<file path="src/rtl/skew_mes_pkg.sv">
// Shared types and default constants for the skew measurement controller.
// Contents: controller state enum and the default values of the DELAY_W,
// AVG_LOG2 and SETTLE_CYC parameters.
package skew_mes_pkg;
  localparam int DELAY_W_DEF    = 10;
  localparam int AVG_LOG2_DEF   = 2;
  localparam int SETTLE_CYC_DEF = 3;

  typedef enum logic [3:0] {
    ST_IDLE, ST_SETUP, ST_REQ, ST_WAIT, ST_SETTLE,
    ST_SAMPLE, ST_DECIDE, ST_WRITE, ST_DONE
  } state_e;
endpackage

</file>
<file path="src/rtl/skew_sar.sv">
// Successive-approximation register: trial code plus one-hot bit pointer.
// Ports: clk_i, arstn_i; load_i starts a search at MSB; decide_i resolves the
// current bit using maj_i (1 = clear the trial bit) and arms the next lower bit.
// code_o is the trial code, code_nxt_o the code after resolving the current
// bit (the final result when last_o=1), last_o flags bit 0 under trial.
module skew_sar #(
  parameter int DELAY_W = 10
) (
  input  logic               clk_i,
  input  logic               arstn_i,
  input  logic               load_i,
  input  logic               decide_i,
  input  logic               maj_i,
  output logic [DELAY_W-1:0] code_o,
  output logic [DELAY_W-1:0] code_nxt_o,
  output logic               last_o
);
  localparam logic [DELAY_W-1:0] MSB = DELAY_W'(1) << (DELAY_W - 1);

  logic [DELAY_W-1:0] code_q, code_d, bit_q, bit_d, kept;

  always_comb begin
    kept   = maj_i ? (code_q & ~bit_q) : code_q;
    code_d = code_q;
    bit_d  = bit_q;
    if (load_i) begin
      code_d = MSB;
      bit_d  = MSB;
    end else if (decide_i) begin
      bit_d  = bit_q >> 1;
      code_d = kept | (bit_q >> 1);
    end
  end

  always_ff @(posedge clk_i or negedge arstn_i) begin
    if (!arstn_i) begin
      code_q <= '0;
      bit_q  <= '0;
    end else begin
      code_q <= code_d;
      bit_q  <= bit_d;
    end
  end

  assign code_o     = code_q;
  assign code_nxt_o = kept;
  assign last_o     = bit_q[0];
endmodule

</file>
<file path="src/rtl/sync_ff.sv">
// Two-stage synchroniser for one asynchronous level.
// Ports: clk_i, arstn_i (async active-low, resets to 0), d_i async in, q_o synced out.
module sync_ff (
  input  logic clk_i,
  input  logic arstn_i,
  input  logic d_i,
  output logic q_o
);
  logic [1:0] s_q;

  always_ff @(posedge clk_i or negedge arstn_i) begin
    if (!arstn_i) s_q <= '0;
    else          s_q <= {s_q[0], d_i};
  end

  assign q_o = s_q[1];
endmodule

</file>
<file path="src/rtl/skew_mes_ctl_mc.sv">
// Skew measurement controller: for each masked channel, binary-searches the
// strobe delay code at which the latched comparator flips, using a majority
// vote over 2^AVG_LOG2 strobes per bit.
// Ports: clk_i/arstn_i (async active-low), start_i + ch_mask_i run request,
// cmp_out_i async comparator levels, stb_req_o/stb_valid_i strobe handshake,
// delay_code_o/ch_sel_o trial setting, res_we_o/res_ch_o/res_code_o result
// write, busy_o/done_o/err_o status.
// Optional: define SKEW_MES_TIMEOUT_EN to time out a strobe wait after TMO_CYC
// cycles (sticky err_o, all-ones result for that channel).
module skew_mes_ctl_mc
  import skew_mes_pkg::*;
#(
  parameter int N_CH       = 4,
  parameter int DELAY_W    = DELAY_W_DEF,
  parameter int AVG_LOG2   = AVG_LOG2_DEF,
  parameter int SETTLE_CYC = SETTLE_CYC_DEF,
  parameter int TMO_CYC    = 1024,
  localparam int CH_W      = (N_CH > 1) ? $clog2(N_CH) : 1
) (
  input  logic               clk_i,
  input  logic               arstn_i,
  input  logic               start_i,
  input  logic [N_CH-1:0]    ch_mask_i,
  input  logic [N_CH-1:0]    cmp_out_i,
  output logic               stb_req_o,
  input  logic               stb_valid_i,
  output logic [DELAY_W-1:0] delay_code_o,
  output logic [CH_W-1:0]    ch_sel_o,
  output logic               res_we_o,
  output logic [CH_W-1:0]    res_ch_o,
  output logic [DELAY_W-1:0] res_code_o,
  output logic               busy_o,
  output logic               done_o,
  output logic               err_o
);
  localparam int NS    = 1 << AVG_LOG2;
  localparam int CNT_W = AVG_LOG2 + 1;
  localparam int STL_W = $clog2(SETTLE_CYC + 1) + 1;

  state_e             state_q, state_d;
  logic [N_CH-1:0]    pend_q, pend_d;
  logic [CH_W-1:0]    ch_q, ch_d, res_ch_q, res_ch_d, low_ch;
  logic [DELAY_W-1:0] res_code_q, res_code_d, code_nxt;
  logic [CNT_W-1:0]   smp_q, smp_d, ones_q, ones_d;
  logic [STL_W-1:0]   stl_q, stl_d;
  logic               stb_req_q, stb_req_d, busy_q, busy_d, done_q, done_d;
  logic               res_we_q, res_we_d, found, maj, sar_load, sar_decide, sar_last;
  logic [N_CH-1:0]    cmp_sync;
`ifdef SKEW_MES_TIMEOUT_EN
  localparam int TMO_W = $clog2(TMO_CYC + 1);
  logic [TMO_W-1:0]   tmo_q, tmo_d;
  logic               err_q, err_d;
`endif

  sync_ff u_sync [N_CH-1:0] (
    .clk_i  (clk_i),
    .arstn_i(arstn_i),
    .d_i    (cmp_out_i),
    .q_o    (cmp_sync)
  );

  // Tie resolves to 0: strictly more than half the strobes must see a 1.
  assign maj = ones_q > CNT_W'(NS / 2);

  skew_sar #(.DELAY_W(DELAY_W)) u_sar (
    .clk_i     (clk_i),
    .arstn_i   (arstn_i),
    .load_i    (sar_load),
    .decide_i  (sar_decide),
    .maj_i     (maj),
    .code_o    (delay_code_o),
    .code_nxt_o(code_nxt),
    .last_o    (sar_last)
  );

  // Lowest pending channel.
  always_comb begin
    found  = 1'b0;
    low_ch = '0;
    for (int i = N_CH - 1; i >= 0; i--) begin
      if (pend_q[i]) begin
        found  = 1'b1;
        low_ch = CH_W'(i);
      end
    end
  end

  always_comb begin
    state_d    = state_q;
    pend_d     = pend_q;
    ch_d       = ch_q;
    smp_d      = smp_q;
    ones_d     = ones_q;
    stl_d      = stl_q;
    stb_req_d  = stb_req_q;
    busy_d     = busy_q;
    done_d     = 1'b0;
    res_we_d   = 1'b0;
    res_ch_d   = res_ch_q;
    res_code_d = res_code_q;
    sar_load   = 1'b0;
    sar_decide = 1'b0;
`ifdef SKEW_MES_TIMEOUT_EN
    tmo_d      = tmo_q;
    err_d      = err_q;
`endif
    case (state_q)
      ST_IDLE: if (start_i) begin
        pend_d  = ch_mask_i;
        busy_d  = 1'b1;
        state_d = ST_SETUP;
`ifdef SKEW_MES_TIMEOUT_EN
        err_d   = 1'b0;
`endif
      end
      ST_SETUP: begin
        if (found) begin
          ch_d           = low_ch;
          pend_d[low_ch] = 1'b0;
          sar_load       = 1'b1;
          smp_d          = '0;
          ones_d         = '0;
          stb_req_d      = 1'b1;
          state_d        = ST_REQ;
`ifdef SKEW_MES_TIMEOUT_EN
          tmo_d          = '0;
`endif
        end else begin
          done_d  = 1'b1;
          state_d = ST_DONE;
        end
      end
      // REQ and WAIT both accept the strobe, so a strobe fired on the very
      // first request cycle is not lost.
      ST_REQ, ST_WAIT: begin
        if (stb_valid_i) begin
          stb_req_d = 1'b0;
          stl_d     = '0;
          state_d   = ST_SETTLE;
        end else begin
          state_d = ST_WAIT;
`ifdef SKEW_MES_TIMEOUT_EN
          tmo_d = tmo_q + TMO_W'(1);
          if (tmo_q == TMO_W'(TMO_CYC - 1)) begin
            err_d      = 1'b1;
            stb_req_d  = 1'b0;
            res_we_d   = 1'b1;
            res_ch_d   = ch_q;
            res_code_d = '1;
            state_d    = ST_WRITE;
          end
`endif
        end
      end
      ST_SETTLE: begin
        if (int'(stl_q) + 1 >= SETTLE_CYC) state_d = ST_SAMPLE;
        else                               stl_d   = stl_q + STL_W'(1);
      end
      ST_SAMPLE: begin
        ones_d = ones_q + CNT_W'(cmp_sync[ch_q]);
        smp_d  = smp_q + CNT_W'(1);
        if (smp_q == CNT_W'(NS - 1)) begin
          state_d = ST_DECIDE;
        end else begin
          stb_req_d = 1'b1;
          state_d   = ST_REQ;
`ifdef SKEW_MES_TIMEOUT_EN
          tmo_d     = '0;
`endif
        end
      end
      ST_DECIDE: begin
        sar_decide = 1'b1;
        if (sar_last) begin
          res_we_d   = 1'b1;
          res_ch_d   = ch_q;
          res_code_d = code_nxt;
          state_d    = ST_WRITE;
        end else begin
          smp_d     = '0;
          ones_d    = '0;
          stb_req_d = 1'b1;
          state_d   = ST_REQ;
`ifdef SKEW_MES_TIMEOUT_EN
          tmo_d     = '0;
`endif
        end
      end
      ST_WRITE: state_d = ST_SETUP;
      ST_DONE: begin
        busy_d  = 1'b0;
        state_d = ST_IDLE;
      end
      default: state_d = ST_IDLE;
    endcase
  end

  always_ff @(posedge clk_i or negedge arstn_i) begin
    if (!arstn_i) begin
      state_q    <= ST_IDLE;
      pend_q     <= '0;
      ch_q       <= '0;
      smp_q      <= '0;
      ones_q     <= '0;
      stl_q      <= '0;
      stb_req_q  <= 1'b0;
      busy_q     <= 1'b0;
      done_q     <= 1'b0;
      res_we_q   <= 1'b0;
      res_ch_q   <= '0;
      res_code_q <= '0;
    end else begin
      state_q    <= state_d;
      pend_q     <= pend_d;
      ch_q       <= ch_d;
      smp_q      <= smp_d;
      ones_q     <= ones_d;
      stl_q      <= stl_d;
      stb_req_q  <= stb_req_d;
      busy_q     <= busy_d;
      done_q     <= done_d;
      res_we_q   <= res_we_d;
      res_ch_q   <= res_ch_d;
      res_code_q <= res_code_d;
    end
  end

`ifdef SKEW_MES_TIMEOUT_EN
  always_ff @(posedge clk_i or negedge arstn_i) begin
    if (!arstn_i) begin
      tmo_q <= '0;
      err_q <= 1'b0;
    end else begin
      tmo_q <= tmo_d;
      err_q <= err_d;
    end
  end
  assign err_o = err_q;
`else
  assign err_o = 1'b0;
`endif

  assign stb_req_o  = stb_req_q;
  assign ch_sel_o   = ch_q;
  assign res_we_o   = res_we_q;
  assign res_ch_o   = res_ch_q;
  assign res_code_o = res_code_q;
  assign busy_o     = busy_q;
  assign done_o     = done_q;
endmodule
</file>
<file path="config.mk">
export PLATFORM = sky130hd
export DESIGN_NAME = skew_mes_ctl_mc
export DESIGN_NICKNAME = d
export VERILOG_FILES = /design/src/rtl/skew_mes_pkg.sv /design/src/rtl/skew_sar.sv /design/src/rtl/sync_ff.sv /design/src/rtl/skew_mes_ctl_mc.sv
export SDC_FILE = /design/constraint.sdc
export NUM_CORES = 1
export LEC_CHECK = 0
export BUFFER_PORTS_ARGS = -buffer_cell sky130_fd_sc_hd__clkbuf_2
export CORE_MARGIN = 4
export CORE_UTILIZATION = 44
export CTS_CLUSTER_SIZE = 25
export DETAILED_ROUTE_END_ITERATION = 7
export GPL_TIMING_DRIVEN = 0
export PLACE_DENSITY = 0.61
export SYNTH_ARGS = -nofsm -noshare
export SYNTH_HDL_FRONTEND = slang
export SYNTH_HIERARCHICAL = 1
export SYNTH_SLANG_ARGS = --single-unit
</file>
<file path="constraint.sdc">
create_clock -name clk_i -period 3.3 [get_ports clk_i]
set_input_delay 0.495 -clock clk_i [delete_from_list [all_inputs] [get_ports clk_i]]
set_output_delay 0.495 -clock clk_i [all_outputs]
set_load 0.02 [all_outputs]
</file>
==> impl_metrics.json, run 1 <==
{
  "cts_buffer_depth": 2,
  "fin_skew_ps": 9.388,
  "power_mw": 2.449,
  "dpl_cell_area_sq_um": 3246,
  "grt_max_degree": 64,
  "synth_seq_cells": 63,
  "die-area_sq_um": 8083,
  "seq_area_frac_synth_pct": 53.41,
  "synth_area_leaders": "dfrtp_1 53%, a311oi_2 4.1%, mux2_4 4.1%",
  "slew_headroom_pct": 42.55,
  "status": "finished clean",
  "wl_per_cell_microns": 15.31,
  "startpoint_type": "register",
  "ys_async_sr_fraction_pct": 100.0,
  "syn_area_sq_um": 2952,
  "grt_pass1_vias": 2006,
  "drc": 0,
  "path_clk_slew_ps": 70,
  "synth-edff-count": 0,
  "core-area_sq_um": 6422,
  "grt_antenna_before_repair": 0,
  "ir_worst_vdd_v": 0.0003065,
  "drt_iter0_markers": 107,
  "final_common_cell": "dfrtp_1",
  "clkPwrFrac_pct": 24.5,
  "clk_latency_ps": 330,
  "first_pass_iters": 4,
  "r2r_cells": 4,
  "ys.flop_type": "dfrtp_1",
  "combPwrFrac_pct": 32.3,
  "cts-root-buf": "clkbuf_8",
  "cp-end-kind": "register",
  "tightest_slew_ps": 861.8,
  "slew_viol_final": 0,
  "hold_path_class": "in2reg",
  "std_cell_rows": 29,
  "area_growth_pct": 15.94,
  "drive_gt1_share_pct": 33.33,
  "drv_cap": 0,
  "p_leak_nw": 1.632,
  "cts_resized": 0,
  "wl_microns": 5862,
  "final_area_sq_um": 3422,
  "reg2reg_from": "ch_sel_o[0]$_DFFE_PN0P_",
  "crit_path_max_fanout": 5,
  "timing_hold_violations_final": 0,
  "hold_path_depth": 1,
  "ff2ff_setup_slack_ps": 1530,
  "htree_num_levels": 3,
  "gp_congestion": 0.8201,
  "setup_viol": 0,
  "syn_area_per_cell_sq_um": 11.76,
  "p_sw_mw": 0.9087,
  "vias": 2026,
  "dp_hpwl_microns": 3854,
  "intPower_mw": 1.540,
  "synth_top_area_share_pct": 53.41,
  "multi_input_area_sq_um": 1264,
  "synth_top_area_cell": "dfrtp_1",
  "hold_path.startpoint": "cmp_out_i[3]",
  "n_antenna_cell": 0,
  "port_buffers": 39,
  "grt_first_pass_wirelength_microns": 10170,
  "min_to": "u_sync[3]/s_q[0]$_DFF_PN0_",
  "postRouteAntennaNets": 0,
  "die_y_microns": 89.91,
  "powerDensity_nw_per_um2": 715.7,
  "initial_core_util_pct": 45.96,
  "vias_per_cell": 5.290,
  "io_pins": 41,
  "seqCellArea_sq_um": 1577,
  "yosys_warnings": 6,
  "fin_setup_tns_ps": 0,
  "layout_common_cells": "63 x dfrtp_1, 38 x clkbuf_2, 28 x nand2_1",
  "grt_overflow": 0,
  "cts_tree": "done",
  "syn_inst": 251,
  "nNetsFinal": 319,
  "postCtsSetupBuffers": 0,
  "ys_types": 48,
  "critPathArrivalTime_ps": 1980,
  "seqPwrFrac_pct": 43.2,
  "critPathKind": "reg2reg",
  "cp.required_ps": 3520,
  "cts_hold_buf": 0,
  "min_period_ps": 1769,
  "cts_buffers": 9,
  "r2r-end": "ones_q[1]$_DFFE_PN0P_",
  "fillers": 575,
  "rsz0062_at_grt": "no",
  "post-route-period-util_pct": 53.60,
  "switching_share_pct": 37.11,
  "max_freq_mhz": 565.4,
  "grt_use_total_pct": 15.64,
  "cts.sinks": 63,
  "chipWidth_microns": 89.91,
  "synth_fp_nets": 269
}
[flip-flops by register name (all words and copies together) (netlist names)]
| name | count |
|---|---|
| u_sar/bit_q | 10 |
| done_o | 1 |
| res_code_o | 10 |
| stb_req_o | 1 |
| u_sar/code_o | 10 |
| state_q | 4 |
| stl_q | 3 |
| res_we_o | 1 |
| u_sync/s_q | 8 |
| ones_q | 3 |
| ch_sel_o | 2 |
| pend_q | 4 |
| smp_q | 3 |
| busy_o | 1 |
| res_ch_o | 2 |
[critical path: stages, from the launching register on]
cell and delay (ps):
dfrtp_1 450, mux4_2 550, ha_1 200, ha_1 260
a22o_1 200
[power by group through the flow]
stage	Sequential, mW	Clock, mW	Combinational [mW]
2_1_floorplan	1.09	0	0.556
3_3_place_gp	1.07	0	0.785
3_5_place_dp	1.07	0	0.797
4_1_cts	1.06	0.617	0.800
5_1_grt	1.08	0.669	0.886
6_report	1.06	0.600	0.791
[per-stage QoR]
stage	cells	hold WS, ps	setup slack, ps	util, %
final	383	269.5	1531	53.28
after global routing	383	246.8	1399	53.28
after CTS	383	254.7	1524	53.28
after detailed placement	367	336.3	1530	50.54
after global placement	367	335.6	1295	50.50
after floorplan	251	199.4	1512	-
[routing by layer]
layer  wire [microns]  vias up  global-route usage, %
li1                 -     1002                      -
met5                0        -                      0
met4              114        0                  7.143
met2             2433       39                  21.80
met3              215        9                  3.756
met1             3099      976                  22.96
[Yosys cell counts, types with 2 or more instances]
master    count
a21boi_0     10
a21o_1        4
a21oi_1      16
a21oi_2       8
a22o_1        4
a311oi_2      8
a31oi_1       2
a32oi_1       2
and2_1        3
and3_1        2
buf_2         5
buf_4         2
buf_6         2
clkbuf_1      3
dfrtp_1      63
ha_1          6
inv_1         6
mux2_2        5
mux2_4        8
mux2i_1       3
nand2_1      28
nand2b_1     11
nand3_1       2
nor2_1       15
nor2b_1       2
nor3_1        4
nor4_1        2
o21a_1        2
o21ai_0       4
[area by class of cell]
| type | count | area share, % |
|---|---|---|
| tap | 77 | 2.815 |
| inverter | 6 | 0.6581 |
| clock buffer | 13 | 4.644 |
| sequential | 63 | 46.07 |
| multi-input combinational | 169 | 36.93 |
| clock inverter | 3 | 0.5119 |
| timing repair buffer | 39 | 5.777 |
| buffer | 13 | 2.596 |
[worst max-delay path by stage]
stage	from	to	slack (ps)	depth (start not counted)
after floorplan	ch_sel_o[0]$_DFFE_PN0P_	ones_q[1]$_DFFE_PN0P_	1510	4
after global placement	arstn_i	u_sar/code_o[3]$_DFFE_PN0P_	1290	1
after CTS	state_q[0]$_DFFE_PN0P_	u_sar/bit_q[2]$_DFFE_PN0P_	1520	6
final	ch_sel_o[0]$_DFFE_PN0P_	ones_q[1]$_DFFE_PN0P_	1530	4
after detailed placement	ch_sel_o[0]$_DFFE_PN0P_	ones_q[1]$_DFFE_PN0P_	1530	4
after global routing	state_q[0]$_DFFE_PN0P_	u_sar/bit_q[7]$_DFFE_PN0P_	1400	6
[logic make-up after synthesis]
kind of cell	Yosys count	synth area share (%)
DFF	63	53.41
other	1	0.1271
AOI/OAI and AO/OA	68	18.57
and+or+nand+nor	77	13.82
muxes	17	7.758
buffers and inverters	19	3.772
adders and majority gates	6	2.543
Note: power is estimated with default switching activity, not from simulation.
==> inputs of run 2 (changes only) <==
- clock period: 3.3 -> 1.7 ns (I/O delays scaled with it)
==> impl_metrics.json, run 2 (synthesis results as in run 1) <==
{
  "drc": 0,
  "dr.max_layer_used": "met4",
  "hold_path_class": "in2reg",
  "wl_microns": 5898,
  "die_y_microns": 89.91,
  "p_leak_nw": 1.636,
  "cts_tree": "done",
  "cp-end-kind": "register",
  "ir_worst_vdd_v": 0.0006583,
  "cp-endpoint": "ones_q[1]$_DFFE_PN0P_",
  "met2WireLength_microns": 2522,
  "postRouteAntennaNets": 0,
  "drt_iter0_markers": 77,
  "layout_common_cells": "62 x dfrtp_1, 38 x clkbuf_2, 28 x nand2_1",
  "setup_viol": 0,
  "grt_antenna_before_repair": 0,
  "status": "finished clean",
  "cts_buffers": 9,
  "grt_overflow": 0,
  "slew_headroom_pct": 42.18,
  "first_pass_iters": 4,
  "rsz0062_at_grt": "yes",
  "cts_hold_buf": 0,
  "final_common_cell": "dfrtp_1",
  "wl_per_cell_microns": 15.40,
  "multi_input_area_sq_um": 1291,
  "post-route-period-util_pct": 96.07,
  "r2r-end": "ones_q[1]$_DFFE_PN0P_",
  "chipWidth_microns": 89.91,
  "max_freq_mhz": 612.3,
  "core-area_sq_um": 6422,
  "initial_core_util_pct": 45.96,
  "cts.sinks": 63,
  "drv_cap": 0,
  "port_buffers": 39,
  "gp_congestion": 0.8124,
  "startpoint_type": "register",
  "vias": 2072,
  "nNetsFinal": 320,
  "vias_per_cell": 5.410,
  "n_antenna_cell": 0,
  "cts_buffer_depth": 2,
  "cp-startpoint": "ch_sel_o[0]$_DFFE_PN0P_",
  "reg2reg_from": "ch_sel_o[0]$_DFFE_PN0P_",
  "std_cell_rows": 29,
  "path_clk_slew_ps": 70,
  "drive_gt1_share_pct": 34.97,
  "grt_pass1_vias": 2015,
  "area_growth_pct": 17.47,
  "r2r_cells": 4,
  "cts-root-buf": "clkbuf_8",
  "die-area_sq_um": 8083,
  "fin_setup_tns_ps": 0,
  "htree_num_levels": 3,
  "cp.required_ps": 1930,
  "fin_skew_ps": 4.927,
  "critPathArrivalTime_ps": 1860,
  "grt_first_pass_wirelength_microns": 10040,
  "crit_path_max_fanout": 2,
  "ff2ff_setup_slack_ps": 70,
  "wl_met1_microns": 3021,
  "power_mw": 4.882,
  "clk_latency_ps": 330,
  "grt_use_total_pct": 15.47,
  "powerDensity_nw_per_um2": 1408,
  "critPathKind": "reg2reg",
  "timing_hold_violations_final": 0,
  "seqCellArea_sq_um": 1578,
  "dr_wl_met3_microns": 240,
  "tightest_slew_ps": 867.3,
  "grt_max_degree": 64,
  "hold_path.startpoint": "cmp_out_i[1]",
  "slew_viol_final": 0,
  "dp_hpwl_microns": 3906,
  "io_pins": 41,
  "fillers": 572,
  "min_period_ps": 1633
}
run 2: final cells by class:
cell class / count / share of cell area (%)
buffer: 13 / 2.743
multi-input combinational: 169 / 37.24
sequential: 63 / 45.51
inverter: 6 / 0.6496
clock inverter: 4 / 1.371
clock buffer: 11 / 3.789
tap: 77 / 2.779
timing repair buffer: 40 / 5.918
run 2: timing repair:
action | 4_1_cts | 5_1_grt
pin swaps | 0 | 2
gates resized for setup | 1 | 8
setup buffers | 1 | 0
cloned | 0 | 0
endpoints found under the setup margin | 11 | 21
endpoints found under the hold margin | 0 | 0
run 2: report_power, final:
group          total, mW  switching (mW)  internal [mW]
sequential          2.06           0.300           1.76
clock               1.22           0.560          0.665
combinational       1.60           0.932          0.665
run 2: how the worst min path moves through the flow:
stage	to	slack (ps)	cells past startpoint
finish	u_sync[1]/s_q[0]$_DFF_PN0_	20	1
global route	u_sync[1]/s_q[0]$_DFF_PN0_	10	1
CTS	u_sync[1]/s_q[0]$_DFF_PN0_	9	1
detailed placement	u_sync[0]/s_q[1]$_DFF_PN0_	330	0
global placement	u_sync[2]/s_q[1]$_DFF_PN0_	330	0
floorplan	busy_o$_DFFE_PN0P_	-40	0
run 2: critical path: stages, from the launching register on:
cell and delay [ps]:
dfrtp_2 370, mux4_2 550, ha_4 190, ha_4 200, a22o_1 220
run 2: metrics by stage:
step	cells	util [%]	setup WS, ps	hold WS (ps)	area (sq um)
after floorplan	251	-	4.335	-40.59	2955
after global placement	367	50.56	-170.5	334.5	3247
after detailed placement	367	50.59	-75.84	334.7	3249
after CTS	383	53.52	33.49	9.225	3437
after global routing	383	53.98	-5.222	13.70	3467
final	383	53.98	66.83	24.37	3467
run 2: routing by layer:
layer / global-route usage, % / vias up
met4: 6.888 / 0
li1: - / 996
met1: 21.68 / 1019
met2: 22.81 / 46
met3: 3.756 / 11
met5: 0 / -
==> inputs of run 3 (changes only) <==
- PLACE_DENSITY: 0.61 -> 0.63
==> impl_metrics.json, run 3 (synthesis results as in run 1) <==
{
  "slew_viol_final": 0,
  "port_buffers": 39,
  "min_period_ps": 1640,
  "cts_buffer_depth": 2,
  "hold_path.startpoint": "cmp_out_i[0]",
  "critPathArrivalTime_ps": 1860,
  "power_mw": 5.075,
  "powerDensity_nw_per_um2": 1455,
  "path_clk_slew_ps": 70,
  "hold_path_depth": 1,
  "rsz0062_at_grt": "yes",
  "clk_latency_ps": 330,
  "switching_share_pct": 35.36,
  "setup_viol": 0,
  "nNetsFinal": 320,
  "dp_hpwl_microns": 3912,
  "max_freq_mhz": 609.7,
  "drc": 0,
  "htree_num_levels": 3,
  "cp-end-kind": "register",
  "path_cells": "mux4_2 > ha_2 > ha_1 > a22o_1",
  "seqPwrFrac_pct": 40.4,
  "cp.required_ps": 1920,
  "chipWidth_microns": 89.91,
  "grt_max_degree": 64,
  "core-area_sq_um": 6422,
  "first_pass_iters": 4,
  "r2r-end": "ones_q[1]$_DFFE_PN0P_",
  "post-route-period-util_pct": 96.49,
  "layout_common_cells": "62 x dfrtp_1, 38 x clkbuf_2, 28 x nand2_1",
  "crit_path_max_fanout": 2,
  "area_growth_pct": 18.19,
  "postRouteAntennaNets": 0,
  "cts_tree": "done",
  "vias": 2067,
  "tightest_slew_ps": 870.0,
  "grt_first_pass_wirelength_microns": 10040,
  "fillers": 559,
  "grt_pass1_vias": 2011,
  "cts.sinks": 63,
  "final_common_cell": "dfrtp_1",
  "n_antenna_cell": 0,
  "ff2ff_setup_slack_ps": 60,
  "multi_input_area_sq_um": 1269,
  "status": "finished clean",
  "drive_gt1_share_pct": 35.18,
  "fin_skew_ps": 12.46,
  "dp.cells": 367,
  "reg2reg_from": "ch_sel_o[0]$_DFFE_PN0P_",
  "p_leak_nw": 1.658,
  "timing_hold_violations_final": 0,
  "die_y_microns": 89.91,
  "startpoint_type": "register",
  "critPathKind": "reg2reg",
  "intPower_mw": 3.280,
  "wl_per_cell_microns": 15.44,
  "std_cell_rows": 29,
  "grt_antenna_before_repair": 0,
  "drv_cap": 0,
  "vias_per_cell": 5.383,
  "gp_congestion": 0.8052,
  "cts_buffers": 9,
  "r2r_cells": 4,
  "clkPwrFrac_pct": 28.5,
  "wl_microns": 5929,
  "drt_iter0_markers": 127,
  "ir_worst_vdd_v": 0.0007147,
  "combPwrFrac_pct": 31.1,
  "p_sw_mw": 1.795,
  "initial_core_util_pct": 45.96,
  "grt_use_total_pct": 15.51,
  "layout.cells.non_filler": 384,
  "die-area_sq_um": 8083,
  "hold_path_class": "in2reg",
  "io_pins": 41,
  "cts-root-buf": "clkbuf_8",
  "seqCellArea_sq_um": 1578,
  "slew_headroom_pct": 42.00,
  "cp_slowest_cell": "mux4_2",
  "grt_overflow": 0,
  "min_to": "u_sync[0]/s_q[0]$_DFF_PN0_",
  "cp_slowest_stage_delay_ps": 500
}
[run 3: changes by cell type in the layout (fill, tap and decap cells not counted), sizes merged]
cell / change
bufinv: +1
clkbuf: +1
buf: -1
[run 3: per-layer routing]
metal  track usage (%)  up-vias  share of wire, %
met5                 0        -                 0
met4             6.122        0               1.2
met3             3.756        9               5.3
met2             20.93       55                42
met1             23.81     1003                51
li1                  -     1000                 -
[run 3: cell type report]
class	instances	share of cell area [%]
Buffer	13	2.726
Clock buffer	11	4.053
Clock inverter	5	2.331
Inverter	6	0.6456
Multi-Input combinational cell	169	36.37
Sequential cell	63	45.23
Tap cell	77	2.762
Timing Repair Buffer	40	5.882
[run 3: repair_timing]
action,4_1_cts,5_1_grt
endpoints found under the setup margin,11,21
gates resized for setup,1,5
gates cloned,0,0
setup buffers,1,0
hold buffers,0,0
[run 3: worst max-delay path by stage]
stage / end / slack (ps) / startpoint
finish: ones_q[1]$_DFFE_PN0P_ / 60 / ch_sel_o[0]$_DFFE_PN0P_
global route: ones_q[1]$_DFFE_PN0P_ / -4 / ch_sel_o[0]$_DFFE_PN0P_
CTS: u_sar/code_o[0]$_DFFE_PN0P_ / 30 / state_q[0]$_DFFE_PN0P_
detailed placement: u_sar/bit_q[8]$_DFFE_PN0P_ / -80 / state_q[0]$_DFFE_PN0P_
global placement: ch_sel_o[0]$_DFFE_PN0P_ / -160 / arstn_i
floorplan: ones_q[1]$_DFFE_PN0P_ / 4 / ch_sel_o[0]$_DFFE_PN0P_
[run 3: worst max-delay path: cells and delay by family (launching register included)]
family	cells	cell delay (ps)
flops	1	380
fa+ha+maj	2	440
mux	1	500
compound gates	1	210
[run 3: power by group through the flow]
stage / Clock (mW) / Combinational [mW] / Sequential [mW]
after CTS: 1.48 / 1.57 / 2.05
after detailed placement: 0 / 1.54 / 2.09
final: 1.44 / 1.58 / 2.05
after floorplan: 0 / 1.08 / 2.12
after global routing: 1.56 / 1.76 / 2.10
after global placement: 0 / 1.52 / 2.08
[run 3: per-stage QoR]
step / hold slack (ps) / setup TNS, ps / util, % / instance area, sq um / worst slack, ps
3_5_place_dp: 337.9 / -665.1 / 50.59 / 3249 / -81.93
6_report: 32.59 / 0 / 54.32 / 3488 / 59.75
2_1_floorplan: -40.59 / 0 / - / 2955 / 4.335
3_3_place_gp: 333.8 / -3091 / 50.56 / 3247 / -162.1
4_1_cts: 21.56 / 0 / 54.20 / 3481 / 34.28
5_1_grt: 17.78 / -4.074 / 54.32 / 3488 / -4.074
